**src/rtl/eth_tx_arbiter.sv**
```systemverilog
// Packet-granular round-robin arbiter feeding the MAC TX byte stream.
// Source 0 is the RX-to-TX loopback FIFO and source 1 is the local generator.
// A granted source owns the output until tlast. Frames longer than MAX_LEN
// get a forced tlast, and their tail is drained so the MAC never stalls.
// Every frame is followed by IFG_CYCLES idle cycles.
module eth_tx_arbiter #(
    parameter int unsigned DATA_WIDTH = 8,
    parameter int unsigned IFG_CYCLES = 12,
    parameter int unsigned MAX_LEN    = 1518
) (
    input  logic                  i_clk,
    input  logic                  i_reset_n,

    input  logic [DATA_WIDTH-1:0] s0_axis_tdata,
    input  logic                  s0_axis_tvalid,
    input  logic                  s0_axis_tlast,
    output logic                  s0_axis_tready,

    input  logic [DATA_WIDTH-1:0] s1_axis_tdata,
    input  logic                  s1_axis_tvalid,
    input  logic                  s1_axis_tlast,
    output logic                  s1_axis_tready,

    output logic [DATA_WIDTH-1:0] m_axis_tdata,
    output logic                  m_axis_tvalid,
    output logic                  m_axis_tlast,
    input  logic                  m_axis_tready,

    output logic [1:0]            o_grant,
    output logic                  o_trunc
);

    localparam int unsigned CntW = ($clog2(MAX_LEN + 1) > 1) ? $clog2(MAX_LEN + 1) : 1;
    localparam int unsigned GapW = ($clog2(IFG_CYCLES + 1) > 1) ? $clog2(IFG_CYCLES + 1) : 1;

    // Count value seen on the MAX_LEN-th beat of a frame.
    localparam logic [CntW-1:0] TruncCnt = CntW'(MAX_LEN - 1);
    localparam logic [CntW-1:0] SatCnt   = CntW'(MAX_LEN);
    localparam int unsigned     GapLastI = (IFG_CYCLES > 0) ? IFG_CYCLES - 1 : 0;
    localparam logic [GapW-1:0] GapLast  = GapW'(GapLastI);

    typedef enum logic [1:0] {
        StIdle,
        StXfer,
        StDrain,
        StGap
    } state_e;

    // A zero gap goes straight back to arbitration.
    localparam state_e EndState = (IFG_CYCLES == 0) ? StIdle : StGap;

    state_e          state_q;
    logic            sel_q;
    logic            last_grant_q;
    logic [CntW-1:0] cnt_q;
    logic [GapW-1:0] gap_q;
    logic [1:0]      grant_q;

    logic [DATA_WIDTH-1:0] sel_tdata;
    logic                  sel_tvalid;
    logic                  sel_tlast;
    logic                  sel_tready;
    logic                  arb_valid;
    logic                  arb_sel;
    logic                  at_limit;
    logic                  xfer_hs;
    logic                  drain_hs;
    logic                  trunc;

    // Mux the currently owned source and resolve the next owner.
    always_comb begin
        sel_tdata  = sel_q ? s1_axis_tdata  : s0_axis_tdata;
        sel_tvalid = sel_q ? s1_axis_tvalid : s0_axis_tvalid;
        sel_tlast  = sel_q ? s1_axis_tlast  : s0_axis_tlast;

        arb_valid  = s0_axis_tvalid | s1_axis_tvalid;
        // On a tie the source that did not win last time is chosen.
        if (s0_axis_tvalid && s1_axis_tvalid) begin
            arb_sel = ~last_grant_q;
        end else begin
            arb_sel = s1_axis_tvalid;
        end

        at_limit = (cnt_q == TruncCnt);
        xfer_hs  = (state_q == StXfer) && sel_tvalid && m_axis_tready;
        drain_hs = (state_q == StDrain) && sel_tvalid;
        // A tlast on the limit beat is a normal end of frame.
        trunc    = xfer_hs && !sel_tlast && at_limit;
    end

    // Output steering: passthrough in XFER, sink-only in DRAIN, silent otherwise.
    always_comb begin
        m_axis_tdata  = '0;
        m_axis_tvalid = 1'b0;
        m_axis_tlast  = 1'b0;
        sel_tready    = 1'b0;
        unique case (state_q)
            StXfer: begin
                m_axis_tdata  = sel_tdata;
                m_axis_tvalid = sel_tvalid;
                m_axis_tlast  = sel_tlast | at_limit;
                sel_tready    = m_axis_tready;
            end
            StDrain: begin
                sel_tready    = 1'b1;
            end
            StIdle, StGap: begin
                sel_tready    = 1'b0;
            end
            default: begin
                sel_tready    = 1'b0;
            end
        endcase
        s0_axis_tready = sel_tready & ~sel_q;
        s1_axis_tready = sel_tready &  sel_q;
        o_trunc        = trunc;
        o_grant        = grant_q;
    end

    // Frame FSM: ownership, byte count, idle gap and registered grant.
    always_ff @(posedge i_clk or negedge i_reset_n) begin
        if (!i_reset_n) begin
            state_q      <= StIdle;
            sel_q        <= 1'b0;
            last_grant_q <= 1'b1;
            cnt_q        <= '0;
            gap_q        <= '0;
            grant_q      <= 2'b00;
        end else begin
            unique case (state_q)
                StIdle: begin
                    if (arb_valid) begin
                        sel_q        <= arb_sel;
                        last_grant_q <= arb_sel;
                        cnt_q        <= '0;
                        grant_q      <= arb_sel ? 2'b10 : 2'b01;
                        state_q      <= StXfer;
                    end
                end
                StXfer: begin
                    if (xfer_hs) begin
                        if (cnt_q != SatCnt) begin
                            cnt_q <= cnt_q + 1'b1;
                        end
                        if (sel_tlast) begin
                            grant_q <= 2'b00;
                            gap_q   <= '0;
                            state_q <= EndState;
                        end else if (at_limit) begin
                            state_q <= StDrain;
                        end
                    end
                end
                StDrain: begin
                    if (drain_hs && sel_tlast) begin
                        grant_q <= 2'b00;
                        gap_q   <= '0;
                        state_q <= EndState;
                    end
                end
                StGap: begin
                    if (gap_q == GapLast) begin
                        state_q <= StIdle;
                    end else begin
                        gap_q <= gap_q + 1'b1;
                    end
                end
                default: begin
                    state_q <= StIdle;
                end
            endcase
        end
    end

    // Ownership is exclusive and the output only carries data under a grant.
    a_grant_onehot: assert property (@(posedge i_clk) disable iff (!i_reset_n)
        $onehot0(o_grant));
    a_valid_granted: assert property (@(posedge i_clk) disable iff (!i_reset_n)
        m_axis_tvalid |-> (o_grant != 2'b00));

endmodule

```
**config.mk**
```make
export PLATFORM = sky130hd
export DESIGN_NAME = eth_tx_arbiter
export DESIGN_NICKNAME = d
export VERILOG_FILES = /design/src/rtl/eth_tx_arbiter.sv
export SDC_FILE = /design/constraint.sdc
export NUM_CORES = 1
export LEC_CHECK = 0
export BUFFER_PORTS_ARGS = -buffer_cell sky130_fd_sc_hd__buf_4
export CORE_ASPECT_RATIO = 0.75
export CORE_MARGIN = 5
export CORE_UTILIZATION = 50
export CTS_BUF_LIST = sky130_fd_sc_hd__clkbuf_4
export CTS_CLUSTER_SIZE = 24
export DETAILED_ROUTE_END_ITERATION = 10
export PLACE_DENSITY = 0.85
export REMOVE_ABC_BUFFERS = 1
export SYNTH_ARGS = -nofsm -noshare
export SYNTH_HDL_FRONTEND = slang
export SYNTH_SLANG_ARGS = --single-unit
export TNS_END_PERCENT = 20
```
**constraint.sdc**
```tcl
create_clock -name i_clk -period 2 [get_ports i_clk]
set_clock_uncertainty 0.2 [all_clocks]
set_input_delay 0.1 -clock i_clk [delete_from_list [all_inputs] [get_ports i_clk]]
set_output_delay 0.1 -clock i_clk [all_outputs]
set_load 0.01 [all_outputs]
```
==> impl_metrics.json <==
{
  "slew_violations": 0,
  "initial_utilization_pct": 50.9,
  "cts_tree": "built",
  "synth_compound_area_share_pct": 17.6,
  "status": "finished, violations left",
  "drc": 0,
  "grt_max_degree": 22,
  "drt_pass1_iterations": 4,
  "cp-end-kind": "output port",
  "gp_congestion": 0.792,
  "dieArea_um2": 4540,
  "ys_ff_latch": 21,
  "syn_area_um2": 1640,
  "rsz0062_at_grt": "true",
  "ctsLongestPathBuffers": 2,
  "clk_latency_ns": 0.31,
  "synth_top_area_share_pct": 30.5,
  "hp-class": "in2reg",
  "peakVddDrop_uv": 773,
  "register_area_um2": 529,
  "routed_wirelength_mm": 4.15,
  "clk_pin_slew_worst_paths_ns": 0.12,
  "die_w_um": 76.1,
  "cp_num_buf_inv": 3,
  "io_buffers": 37,
  "power.total_uw": 2840,
  "rr_worst_depth": 7,
  "synth_xor_area_share_pct": 0,
  "die_h_um": 59.6,
  "yosys_warnings": 0,
  "worst_pin_slew_ns": 0.367,
  "h-tree-depth": 1,
  "grt_pass1_vias": 1458,
  "synth.largest_area_cell": "dfrtp_1",
  "synth_top_family_by_area": "simple AND/OR/NAND/NOR gates",
  "root_buffer": "clkbuf_4",
  "async_flop_share_pct": 100,
  "path_class": "reg2out",
  "syn_avg_cell_area_um2": 9.48,
  "nFillCells": 249,
  "synth-edff-count": 0,
  "ys_seq_area_share_pct": 32.1,
  "final_core_util_pct": 71.2,
  "synth_simple_gate_area_share_pct": 26.5,
  "cp_slowest_stage_delay_ns": 0.51,
  "cts_sinks": 21,
  "synthCells": 173,
  "drive_gt1_share_pct": 40.2,
  "hold_violations": 0,
  "syn_to_final_growth_pct": 39.7,
  "power.density_nw_per_um2": 1240,
  "worstReg2RegEnd": "state_q[1]",
  "preCtsSetupSlack_ns": -0.0589,
  "cpLargestDelayFamily": "simple AND/OR/NAND/NOR gates",
  "yosys-top-cells-area": "dfrtp_1, mux2i_1, ha_1",
  "fin_nets": 268,
  "drt_iter0_markers": 71,
  "cp_slowest_cell": "or4_4",
  "cp_cell_sequence": "inv_1 -> ha_1 -> nand2_1 -> or4_4 -> buf_4 -> a21boi_1 -> buf_4",
  "worst-path-max-fanout": 2,
  "antenna_found_initial": 0,
  "routed_via_density": 5.46,
  "r2r_slack_ns": -0.15,
  "min_period_ns": 2.17,
  "reg2reg_from": "cnt_q[1]",
  "yosysMostFrequentCell": "dfrtp_1",
  "multi_input_comb_area_um2": 1130,
  "synth_adder_area_share_pct": 7.63,
  "grt_pass1_wl_mm": 6.84,
  "instances_no_fill": 274,
  "fp.coreArea_um2": 3220,
  "io_pins": 38,
  "cp_common_cell": "buf_4",
  "vias": 1496,
  "crit_arrival_ns": 1.87,
  "drv_cap": 0,
  "ys_types": 48,
  "synth.cells.most_frequent": "dfrtp_1, nor2b_1, o21ai_0, mux2i_1, nand2_1",
  "cts_buffers": 3,
  "track_usage_pct": 18.7,
  "required_ns": 1.70,
  "whs_endpoint": "sel_q",
  "synth_mux_area_share_pct": 11.8,
  "violations": "negative setup slack",
  "hpwl_mm": 2.98,
  "ant_nets": 0,
  "rows": 18,
  "worst_hold_path.num_cells": 3,
  "critPathLaunchType": "register",
  "slew_headroom_pct": 75.4,
  "power_leakage_uw": 0.00105,
  "timing.final.ws_setup_ns": -0.172,
  "fmax_mhz": 460,
  "synth_flop_cell": "dfrtp_1",
  "hold_ws_ns": 0.0841,
  "grt_remaining_overflow": 0,
  "min-delay-start": "s1_axis_tvalid",
  "placed_cells": 261,
  "num_antenna_cells": 0,
  "period_share_pct": 109,
  "wire_per_inst_um": 15.2,
  "setup_viol": 3
}
[layout by cell type, fill, tap and decap left out, types with 2 or more instances in the layout]
cell type	instances
ha_1	7
a22o_1	2
nand2_1	12
buf_4	58
o211ai_1	2
clkbuf_4	4
dlygate4sd3_1	5
dfrtp_1	18
a31oi_1	2
o31ai_1	6
and3_1	2
nor2b_1	14
nor2_1	5
inv_1	6
nand3b_4	2
o21ai_0	6
mux2_1	2
and2_1	7
o21ai_1	6
dfrtp_2	2
nand3_1	7
mux2_4	2
mux2i_1	13
a21oi_1	3
ha_4	2
o21ai_2	3
or3_4	2
[stage by stage]
| step | TNS, ns | cell area, um2 |
|---|---|---|
| floorplan | -1.98 | 1600 |
| global route | -0.905 | 2290 |
| CTS | -0.538 | 2190 |
| detailed placement | -0.285 | 2080 |
| global placement | -0.0333 | 2080 |
| finish | -0.491 | 2290 |
[report_power, final]
| part | switching [uW] | internal [uW] | leakage [uW] |
|---|---|---|---|
| registers | 120 | 545 | 0.000276 |
| clock network | 130 | 91.5 | 0.0000184 |
| logic | 930 | 1030 | 0.000761 |
[flip-flops by register name, indices dropped and copies added, names as in the netlist]
register and flops:
last_grant_q 1, cnt_q 11, o_grant 2, sel_q 1, gap_q 4, state_q 2
[kinds of logic (layout without fill, tap and decap cells)]
logic type	after synthesis	after routing
buffers and inverters	16	77
adder cells (fa/ha/maj)	10	10
multiplexers	18	18
flip-flops	21	21
AO/OA/AOI/OAI	43	43
AND/OR/NAND/NOR	65	65
[cell type report]
type / instances / area share [%]
Timing Repair Buffer: 65 / 22.5
Clock buffer: 4 / 1.31
Inverter: 8 / 1.42
Multi-Input combinational cell: 136 / 49.5
Tap cell: 40 / 2.18
Sequential cell: 21 / 23.1
[what timing repair did]
item | 4_1_cts | 5_1_grt
endpoints found under the hold margin | 24 | 19
pin swaps | 1 | 1
setup endpoints to repair | 18 | 22
gates resized for setup | 7 | 26
hold buffers | 4 | 1
setup buffers | 3 | 1
[worst reg2reg max path, cell delays in order (launching register included)]
cell and delay [ns]:
dfrtp_1 0.39, inv_1 0.06, ha_1 0.13, nand2_1 0.06, or4_4 0.51, buf_4 0.17, a31oi_4 0.19, mux2_1 0.34
[layer usage]
layer  vias up  share of wire, %  track usage (%)
li1        754                 -                -
met5         -                 0                0
met4         0              0.75             3.99
met2        29                50             31.3
met3         4               4.5             4.86
met1       709                45             24.6
[how the worst max path moves through the flow]
| stage | cells past startpoint | from | slack [ns] | end |
|---|---|---|---|---|
| finish | 7 | cnt_q[1] | -0.17 | m_axis_tlast |
| global route | 6 | cnt_q[1] | -0.28 | o_trunc |
| floorplan | 6 | state_q[1] | -0.23 | state_q[1] |
| CTS | 6 | cnt_q[1] | -0.20 | o_trunc |
| global placement | 5 | sel_q | -0.03 | state_q[1] |
| detailed placement | 5 | sel_q | -0.06 | state_q[1] |
Power figures use the tool's default switching activity.
